===== config.mk =====
export PLATFORM = sky130hd
export DESIGN_NAME = gpio_link_sched
export DESIGN_NICKNAME = d
export VERILOG_FILES = /design/src/rtl/gpio_link_pkg.sv /design/src/rtl/gpio_rr_pick.sv /design/src/rtl/gpio_link_sched.sv
export SDC_FILE = /design/constraint.sdc
export NUM_CORES = 1
export LEC_CHECK = 0
export CORE_AREA = 3 3 351 353
export DETAILED_ROUTE_END_ITERATION = 8
export DIE_AREA = 0 0 354 356
export RECOVER_POWER = 25
export SYNTH_ARGS = -nofsm -noshare
export SYNTH_HDL_FRONTEND = slang
export SYNTH_SLANG_ARGS = --single-unit

===== constraint.sdc =====
create_clock -name clock -period 3.85 [get_ports clock]
set_input_delay 0.5775 -clock clock [delete_from_list [all_inputs] [get_ports clock]]
set_output_delay 0.5775 -clock clock [all_outputs]
set_load 0.01 [all_outputs]

===== src/rtl/gpio_link_pkg.sv =====
`default_nettype none
// ============================================================================
// Module      : gpio_link_pkg
// Description : Shared types and constants for the GPIO link scheduler.
// Revision    : 1.0 - initial release
// ============================================================================
package gpio_link_pkg;

    localparam int   MSG_W   = 128;
    localparam logic ROLE_RX = 1'b0;
    localparam logic ROLE_TX = 1'b1;

    typedef enum logic [2:0] {
        ST_IDLE     = 3'd0,
        ST_TURN     = 3'd1,
        ST_SEND_ARM = 3'd2,
        ST_SEND     = 3'd3,
        ST_DONE     = 3'd4
    } link_fsm_t;

endpackage
`default_nettype wire


===== src/rtl/gpio_rr_pick.sv =====
`default_nettype none
// ============================================================================
// Module      : gpio_rr_pick
// Description : Combinational round-robin picker; search starts after ptr.
// Revision    : 1.0 - initial release
// ============================================================================
module gpio_rr_pick #(
    parameter int NUM_REQ = 4,
    parameter int IDX_W   = 2
) (
    input  logic [NUM_REQ-1:0] req,
    input  logic [IDX_W-1:0]   ptr,
    output logic [NUM_REQ-1:0] grant,
    output logic [IDX_W-1:0]   grant_idx
);

    int   w_idx;
    logic w_found;

    always_comb begin
        grant     = '0;
        grant_idx = '0;
        w_found   = 1'b0;
        w_idx     = 0;
        for (int k = 1; k <= NUM_REQ; k++) begin
            w_idx = int'(ptr) + k;
            if (w_idx >= NUM_REQ) begin
                w_idx = w_idx - NUM_REQ;
            end
            if (!w_found && req[IDX_W'(w_idx)]) begin
                w_found                = 1'b1;
                grant[IDX_W'(w_idx)]   = 1'b1;
                grant_idx              = IDX_W'(w_idx);
            end
        end
    end

endmodule
`default_nettype wire


===== src/rtl/gpio_link_sched.sv =====
`default_nettype none
// ============================================================================
// Module      : gpio_link_sched
// Description : Round-robin TX scheduler and RX capture for the GPIO link.
//               Optional inbound capture enabled by GPIO_LINK_RX_EN.
// Revision    : 1.0 - initial release
// ============================================================================
module gpio_link_sched
    import gpio_link_pkg::*;
#(
    parameter int NUM_REQ = 4,
    parameter int GUARD   = 2,
    parameter int TIMEOUT = 1023
) (
    input  logic                     clock,
    input  logic                     resetn,
    input  logic [NUM_REQ-1:0]       req,
    input  logic [MSG_W*NUM_REQ-1:0] req_msg,
    output logic [NUM_REQ-1:0]       ack,
    output logic [NUM_REQ-1:0]       err,
    output logic                     busy,
    output logic                     link_state,
    output logic                     link_data_ready,
    output logic [MSG_W-1:0]         link_message_out,
    input  logic                     link_done,
    input  logic                     link_peer_ready,
    input  logic [MSG_W-1:0]         link_message_in,
    output logic                     rx_valid,
    output logic [MSG_W-1:0]         rx_msg
);

    localparam int c_IDX_W = $clog2(NUM_REQ);
    localparam int c_GW    = $clog2(GUARD + 1);
    localparam int c_TW    = $clog2(TIMEOUT + 1);
    localparam logic [c_GW-1:0] c_GUARD_LAST = c_GW'(GUARD - 1);
    localparam logic [c_TW-1:0] c_TO_LAST    = c_TW'(TIMEOUT - 1);

    link_fsm_t            r_state_q, w_state_d;
    logic [c_IDX_W-1:0]   r_ptr_q, w_ptr_d, r_win_idx_q, w_win_idx_d;
    logic [NUM_REQ-1:0]   r_win_oh_q, w_win_oh_d;
    logic [c_GW-1:0]      r_guard_q, w_guard_d;
    logic [c_TW-1:0]      r_to_q, w_to_d;
    logic                 r_link_state_q, w_link_state_d;
    logic                 r_data_ready_q, w_data_ready_d;
    logic [MSG_W-1:0]     r_msg_out_q, w_msg_out_d;
    logic [NUM_REQ-1:0]   r_ack_q, w_ack_d, r_err_q, w_err_d;
    logic [NUM_REQ-1:0]   w_pick_oh;
    logic [c_IDX_W-1:0]   w_pick_idx;
    logic [MSG_W-1:0]     w_msgs [NUM_REQ];
    logic                 w_rx_fire;
    logic                 w_start;

    genvar gi;
    for (gi = 0; gi < NUM_REQ; gi++) begin : g_msg
        assign w_msgs[gi] = req_msg[gi*MSG_W +: MSG_W];
    end

    gpio_rr_pick #(
        .NUM_REQ (NUM_REQ),
        .IDX_W   (c_IDX_W)
    ) u_pick (
        .req       (req),
        .ptr       (r_ptr_q),
        .grant     (w_pick_oh),
        .grant_idx (w_pick_idx)
    );

    // An inbound message in the same cycle as a request takes precedence.
    assign w_start = (|req) & ~link_peer_ready & ~w_rx_fire;

    always_comb begin
        w_state_d      = r_state_q;
        w_ptr_d        = r_ptr_q;
        w_win_idx_d    = r_win_idx_q;
        w_win_oh_d     = r_win_oh_q;
        w_guard_d      = r_guard_q;
        w_to_d         = r_to_q;
        w_link_state_d = r_link_state_q;
        w_data_ready_d = r_data_ready_q;
        w_msg_out_d    = r_msg_out_q;
        w_ack_d        = '0;
        w_err_d        = '0;
        case (r_state_q)
            ST_IDLE: begin
                if (w_start) begin
                    w_win_idx_d    = w_pick_idx;
                    w_win_oh_d     = w_pick_oh;
                    w_msg_out_d    = w_msgs[w_pick_idx];
                    w_link_state_d = ROLE_TX;
                    w_guard_d      = '0;
                    w_state_d      = ST_TURN;
                end
            end
            ST_TURN: begin
                if (r_guard_q == c_GUARD_LAST) begin
                    w_data_ready_d = 1'b1;
                    w_to_d         = '0;
                    w_state_d      = ST_SEND_ARM;
                end else begin
                    w_guard_d = r_guard_q + 1'b1;
                end
            end
            ST_SEND_ARM, ST_SEND: begin
                w_to_d = r_to_q + 1'b1;
                if ((r_state_q == ST_SEND) && link_done) begin
                    w_data_ready_d = 1'b0;
                    w_ack_d        = r_win_oh_q;
                    w_ptr_d        = r_win_idx_q;
                    w_state_d      = ST_DONE;
                end else if (r_to_q == c_TO_LAST) begin
                    w_data_ready_d = 1'b0;
                    w_err_d        = r_win_oh_q;
                    w_ptr_d        = r_win_idx_q;
                    w_state_d      = ST_DONE;
                end else if ((r_state_q == ST_SEND_ARM) && !link_done) begin
                    w_state_d = ST_SEND;
                end
            end
            ST_DONE: begin
                w_link_state_d = ROLE_RX;
                w_state_d      = ST_IDLE;
            end
            default: begin
                w_link_state_d = ROLE_RX;
                w_data_ready_d = 1'b0;
                w_state_d      = ST_IDLE;
            end
        endcase
    end

    always_ff @(posedge clock or negedge resetn) begin
        if (!resetn) begin
            r_state_q      <= ST_IDLE;
            r_ptr_q        <= c_IDX_W'(NUM_REQ - 1);
            r_win_idx_q    <= '0;
            r_win_oh_q     <= '0;
            r_guard_q      <= '0;
            r_to_q         <= '0;
            r_link_state_q <= ROLE_RX;
            r_data_ready_q <= 1'b0;
            r_msg_out_q    <= '0;
            r_ack_q        <= '0;
            r_err_q        <= '0;
        end else begin
            r_state_q      <= w_state_d;
            r_ptr_q        <= w_ptr_d;
            r_win_idx_q    <= w_win_idx_d;
            r_win_oh_q     <= w_win_oh_d;
            r_guard_q      <= w_guard_d;
            r_to_q         <= w_to_d;
            r_link_state_q <= w_link_state_d;
            r_data_ready_q <= w_data_ready_d;
            r_msg_out_q    <= w_msg_out_d;
            r_ack_q        <= w_ack_d;
            r_err_q        <= w_err_d;
        end
    end

`ifdef GPIO_LINK_RX_EN
    logic             r_peer_prev_q;
    logic             r_rx_valid_q;
    logic [MSG_W-1:0] r_rx_msg_q, w_rx_msg_d;

    assign w_rx_fire = (r_state_q == ST_IDLE) & r_peer_prev_q & ~link_peer_ready;

    always_comb begin
        w_rx_msg_d = r_rx_msg_q;
        if (w_rx_fire) begin
            w_rx_msg_d = link_message_in;
        end
    end

    always_ff @(posedge clock or negedge resetn) begin
        if (!resetn) begin
            r_peer_prev_q <= 1'b0;
            r_rx_valid_q  <= 1'b0;
            r_rx_msg_q    <= '0;
        end else begin
            r_peer_prev_q <= link_peer_ready;
            r_rx_valid_q  <= w_rx_fire;
            r_rx_msg_q    <= w_rx_msg_d;
        end
    end

    assign rx_valid = r_rx_valid_q;
    assign rx_msg   = r_rx_msg_q;
`else
    logic w_unused_rx;

    assign w_unused_rx = ^link_message_in;
    assign w_rx_fire   = 1'b0;
    assign rx_valid    = 1'b0;
    assign rx_msg      = '0;
`endif

    assign ack              = r_ack_q;
    assign err              = r_err_q;
    assign busy             = (r_state_q != ST_IDLE);
    assign link_state       = r_link_state_q;
    assign link_data_ready  = r_data_ready_q;
    assign link_message_out = r_msg_out_q;

endmodule
`default_nettype wire


# Yosys cells after proc, flatten, opt, wreduce, memory -nomap -nowiden
# Index checks and enable logic that the tools add are counted.
dict set report totals {
  register_bits 161
  input_bits 648
  output_inout_bits 268
  word_cells 144
}
dict set report op_classes {
  add_sub_neg 10
  magnitude_cmp 13
  n_eq_ne 11
  n_mux 62
  bitwise 8
  reduce_logical 29
}
# cell count
set ops {}
lappend ops {{binary-select mux 128 bit (select 2 bit)} 1}
lappend ops {{two-way mux 128 bit} 2}
lappend ops {{two-way mux 4 bit} 9}
lappend ops {{two-way mux 2 bit} 12}
lappend ops {{one-hot mux 10 bit (2 select lines)} 1}
lappend ops {{two-way mux 1 bit} 19}
lappend ops {{less-than comparator 2 x 4 -> 1 bit (second input constant)} 4}
lappend ops {{two-way mux 3 bit} 5}
lappend ops {{greater-or-equal comparator 3 bit (second input constant)} 4}
lappend ops {{bitwise OR 4 bit} 3}
lappend ops {{adder 10 x 1 -> 10 bit (second input constant)} 1}
lappend ops {{== test 10 bit (second input constant)} 1}
lappend ops {{two-way mux 10 bit} 1}
lappend ops {{logical AND 1 bit} 9}
lappend ops {{one-hot mux 3 bit (3 select lines)} 1}
lappend ops {{AND reduction 3 bit} 3}
lappend ops {{binary-select mux 1 bit (select 2 bit)} 4}
lappend ops {{demux 1 bit (select 2 bit)} 4}
lappend ops {{greater-or-equal comparator 2 x 1 -> 1 bit (second input constant)} 4}
lappend ops {{AND reduction 2 bit} 4}
lappend ops {{subtractor 2 x 1 -> 2 bit (second input constant)} 4}
lappend ops {{adder 2 x 2 -> 3 bit (second input constant)} 2}
lappend ops {{== test 3 x 2 -> 1 bit (second input constant)} 2}
lappend ops {{!= test 2 bit (second input constant)} 3}
lappend ops {{other kinds (22)} 30}

# Longest topological paths before layout
dict set report logic_depth {
  depth_word 20
  mapped_depth 13
}

# Hierarchy
# From an unflattened synthesis, not the netlist that was laid out.
dict set report hier_totals {
  cells_unflattened 748
  hier_area_um2 10938.0
}
# mod instances cells_each area_each_um2 seq_area_each_um2
set by_module_without_submodules {}
lappend by_module_without_submodules {gpio_link_sched 1 692 10433.8 4031.4}
lappend by_module_without_submodules {gpio_rr_pick 1 56 504.2 0.0}

# Least setup slack after synthesis
# Ideal clock, no wire load.
dict set report synth_path {
  path_type {register to register}
  start {reg r_ptr_q[1]}
  end {reg r_msg_out_q[116], in the netlist link_message_out[116]}
  arrival_ps 3199
  slack_ps 518
  path_stages_with_launch 14
  n_path_buf 5
  path_cell_list {dfstp_2 -> clkbuf_1 -> inv_1 -> ha_1 -> clkbuf_1 -> mux4_2 -> nor2b_4 -> o21a_1 -> or2_1 -> buf_4 -> buf_6 -> clkbuf_1 -> nor2_1 -> o32ai_2}
}
dict set report synth_between {
  elab_chain_len 20
}
# element line_no
set synth_lines {}
lappend synth_lines {{start: declaration} gpio_link_sched.sv:39} ;# logic [c_IDX_W-1:0] r_ptr_q, w_ptr_d, r_win_idx_q, w_win_idx_d;
lappend synth_lines {{start signal: assignment} gpio_link_sched.sv:134} ;# r_ptr_q <= c_IDX_W'(NUM_REQ - 1);
lappend synth_lines {{start signal: assignment} gpio_link_sched.sv:146} ;# r_ptr_q <= w_ptr_d;
lappend synth_lines {{adder 2 x 1 -> 3 bit} gpio_rr_pick.sv:26} ;# w_idx = int'(ptr) + k;
lappend synth_lines {{greater-or-equal comparator 3 bit or subtractor 2 x 1 -> 2 bit (tied branches)} {gpio_rr_pick.sv:27, gpio_rr_pick.sv:28}}
lappend synth_lines {{two-way mux 2 bit} gpio_rr_pick.sv:27} ;# if (w_idx >= NUM_REQ) begin
lappend synth_lines {{binary-select mux 1 bit (select 2 bit)} gpio_rr_pick.sv:30} ;# if (!w_found && req[IDX_W'(w_idx)]) begin
lappend synth_lines {{two-way mux 1 bit (implied by the code) (2 in a row)} gpio_rr_pick.sv:30}
lappend synth_lines {{two-way mux 1 bit} gpio_rr_pick.sv:30}
lappend synth_lines {{logical NOT 1 bit} gpio_rr_pick.sv:30}
lappend synth_lines {{logical AND 1 bit} gpio_rr_pick.sv:30}
lappend synth_lines {{[... 2 more ...]} n/a}
lappend synth_lines {{logical AND 1 bit} gpio_rr_pick.sv:30}
lappend synth_lines {{two-way mux 1 bit} gpio_rr_pick.sv:30}
lappend synth_lines {{logical NOT 1 bit} gpio_rr_pick.sv:30}
lappend synth_lines {{logical AND 1 bit} gpio_rr_pick.sv:30}
lappend synth_lines {{two-way mux 2 bit (*)} gpio_rr_pick.sv:30}
lappend synth_lines {{NOT 2 -> 3 bit (implied by the code) (*)} gpio_link_sched.sv:88} ;# w_msg_out_d = w_msgs[w_pick_idx];
lappend synth_lines {{binary-select mux 128 bit (select 2 bit) (*)} gpio_link_sched.sv:88}
lappend synth_lines {{two-way mux 128 bit (implied by the code) (*) (2 in a row)} gpio_link_sched.sv:88}
lappend synth_lines {{end signal: assignment} gpio_link_sched.sv:153} ;# r_msg_out_q <= w_msg_out_d;
lappend synth_lines {{end: declaration} gpio_link_sched.sv:45} ;# logic [MSG_W-1:0] r_msg_out_q, w_msg_out_d;
# Mark *: on every way between the ends. The rest lies on a longest branch, timed or not. The select of a mux whose other input is x is not followed.
# A chain may end at the register's enable or synchronous reset.

# Worst setup path in the final report
dict set report layout_path {
  start {reg r_ptr_q[0]}
  end {reg r_msg_out_q[51], in the netlist link_message_out[51]}
}
# The elaborated chain is that of the path after synthesis.

==> impl_metrics.csv <==
group,metric,value,unit
power,swShare,49.5,%
global_route,antenna_found_initial,75,
drt,wl_per_cell,24.9,um
die,die_h,356,um
placement,pre_cts_slack,-0.286,ns
cts,cts_tree,"built",
power,p_total,0.0154,W
final_layout,nets,2613,
yosys,yosysMostFrequentCell,"nor2_1",
sta,grt_setup_unrepaired,"false",
critical_path,end_kind,"flip-flop",
sta,period_minus_slack,3.41,ns
critical_path,start_kind,"flip-flop",
cts,numCtsBuffers,17,
die,die-area,126000,um2
global_route,grt_max_degree,160,
sta,timing.fmax,293,MHz
power,power_switching,0.00764,W
die,die_w,354,um
drt,antenna_left,0,
critical_path,crit_fanout,159,
drt,drt_iter0_drc,1095,
global_route,grt_pass1_wl,117,mm
critical_path,critical_path_arrival,3.82,ns
drt,drt_wl_total,89.5,mm
yosys,synthDominantCellAreaShare,34.1,%
yosys,synthCells,1349,
die,start_util,9.72,%
sta,setup_ws,0.440,ns
die,io_pins,916,
die,rows,127,
power,vdd_drop_max,0.720,mV
die,core-area,120000,um2
critical_path,worst_ep_required_time,4.26,ns
final_layout,drive_gt1_share,8.44,%
placement,portBuffers,658,
final_layout,num-fill-cells,13500,
power,internal_power,0.00781,W
drt,routed-via-count,13600,
cts,h-tree-depth,4,
global_route,grt-ovfl-total,0,
cts,clk_latency,0.52,ns
cts,clk_pin_slew_worst_paths,0.08,ns
yosys,syn_area,11700,um2
global_route,grt.total_usage,13.7,%
yosys,async_flop_share,100,%
job,cap_viol_max_count,1,
cts,clock-sinks,161,
drt,viasPerCell,3.78,
sta,drv_slew,74,
yosys,synth_top_area_cell,"dfrtp_1",
placement,dp_hpwl,73.7,mm
hold_path,hp-class,"reg -> reg",
run_status,outcome,"finished with violations",
run_status,violations,"max-capacitance violations, max-slew violations",
cts,max-clock-path-buffers,2,
critical_path,critPathKind,"reg -> reg",
yosys,synth.yosys.seq_area_share,34.5,%
sta,hold_violations,0,
final_layout,area_growth,75.9,%
placement,placed_area,19900,um2
final_layout,final_area,20500,um2
sta,slew_headroom,-69.7,%
yosys,ys_types,48,
yosys,synth_common_cells,"nor2_1, dfrtp_1, o21ai_0",
sta,fin_crit_sh,88.6,%
final_layout,final_core_util,17.1,%
power,pwr_density_cell,752,nW/um2
sta,setup-violations-final,0,
power,static-leakage-power,7.49,nW
drt,drcViolationCount,0,
yosys,ys_ff_latch,161,
yosys,yosys-top-cells-area,"dfrtp_1, buf_4, nor2_1",
placement,gp_congestion,0.888,
global_route,grt_pass1_vias,13300,
power,seqPwrFrac,19.6,%
yosys,yosysWarnings,0,
yosys,synth.avg_cell_area,8.66,um2
yosys,synth_edf_count,0,
sta,worst_pin_slew,2.55,ns
cts,post_cts_buffers,0,
yosys,synth-main-ff-cell,"dfrtp_1",
drt,dr.pass1.iters,5,
sta,tns,0,ns
power,power_frac_comb,68.0,%
sta,clock_skew,0.0203,ns
power,clkPwrFrac,12.4,%
cts,root_buffer,"clkbuf_16",
[per-layer routing]
layer	up-vias	global-route usage, %	wire length (um)	part of all wire [%]
met5	-	0	151	0.17
met4	26	3.01	1810	2.0
met3	155	5.21	8700	9.7
met2	883	21.1	39200	44
met1	6593	18.0	39600	44
li1	5927	-	-	-
[stage by stage]
stage / hold WS (ns) / std cells
final: 0.491 / 3590
after CTS: 0.494 / 3579
after floorplan: 0.282 / 1477
after detailed placement: 0.476 / 3546
after global routing: 0.513 / 3581
after global placement: 0.470 / 3546
[state kept, by name (all words and copies together), names as in the netlist]
name              count
link_message_out    128
r_ptr_q               2
link_state            1
ack                   4
r_state_q             3
err                   4
link_data_ready       1
r_win_idx_q           2
r_win_oh_q            4
r_guard_q             2
r_to_q               10
[repair_timing]
action                                  CTS  global route
endpoints found under the setup margin    1             0
gates resized for setup                   1             0
hold buffers                              1             0
endpoints found under the hold margin     7             0
[layout by cell type (no fill, tap or decap), types with 3 or more instances in the layout]
cell	Yosys	final
a211oi_1	101	100
a211oi_2	26	27
a21oi_1	16	15
and2_0	0	3
and2_1	8	5
and3_1	5	5
and4_1	3	3
buf_12	0	20
buf_4	133	40
clkbuf_16	0	17
clkdlybuf4s50_1	0	657
clkinv_4	0	3
conb_1	1	129
dfrtp_1	159	159
diode_2	0	11
ha_1	11	11
inv_1	10	10
inv_6	0	4
inv_8	0	3
mux2i_1	11	11
mux4_2	4	4
nand2_1	16	16
nand3_1	6	5
nand4_1	4	4
nor2_1	265	265
nor3_1	4	3
nor4_1	3	3
o21a_1	128	127
o21ai_0	143	143
o22ai_1	4	4
o32ai_1	100	100
o32ai_2	26	26
xor2_1	7	7
[logic make-up (layout without fill, tap and decap cells)]
logic type,after synthesis,count (layout),synth area share [%]
AOI/OAI and AO/OA,552,552,36.3
and+or+nand+nor,326,326,11.5
buffers and inverters,274,764,14.1
DFF,161,161,34.5
muxes,16,16,1.81
adders and majority gates,11,11,1.18
xor gates and xnor gates,8,8,0.600
other,1,140,0.0321
[cell type report]
cell class | count | area (um2) | area share (%)
Antenna cell | 11 | 27.5 | 0.134
Inverter | 10 | 37.5 | 0.183
Multi-Input combinational cell | 1042 | 6550 | 31.9
Clock buffer | 18 | 439 | 2.14
Clock inverter | 14 | 143 | 0.694
Sequential cell | 161 | 4030 | 19.6
Timing Repair Buffer | 722 | 7300 | 35.6
Tap cell | 1612 | 2020 | 9.82
[critical path, stage by stage (launching register included)]
cell and delay (ns):
dfstp_2 0.53, inv_1 0.10, ha_1 0.50, mux4_2 0.36, buf_4 0.18, o32ai_1 0.33
a221o_4 0.27, buf_12 0.36, o21ai_0 0.23, o32ai_1 0.16
[power by group through the flow]
stage | Sequential, W | Combinational (W) | Clock, W
floorplan | 0.00328 | 0.00524 | 0
global placement | 0.00302 | 0.0105 | 0
detailed placement | 0.00301 | 0.0106 | 0
CTS | 0.00301 | 0.0106 | 0.00201
global route | 0.00311 | 0.0113 | 0.00205
finish | 0.00303 | 0.0105 | 0.00191
[final timing paths]
check / cells past startpoint / slack (ns) / start / end
min in group asynchronous: 2 / 1.27 / resetn / link_message_out[9]$_DFFE_PN0P_
max: 9 / 0.44 / r_ptr_q[0]$_DFFE_PN1P_ / link_message_out[51]$_DFFE_PN0P_
min reg2reg: 2 / 0.49 / r_win_oh_q[2]$_DFFE_PN0P_ / r_win_oh_q[2]$_DFFE_PN0P_
max reg2reg: 9 / 0.44 / r_ptr_q[0]$_DFFE_PN1P_ / link_message_out[51]$_DFFE_PN0P_
max in group asynchronous: 3 / 0.87 / resetn / link_message_out[93]$_DFFE_PN0P_
min: 2 / 0.49 / r_win_oh_q[2]$_DFFE_PN0P_ / r_win_oh_q[2]$_DFFE_PN0P_
Note: power is estimated with default switching activity, not from simulation.
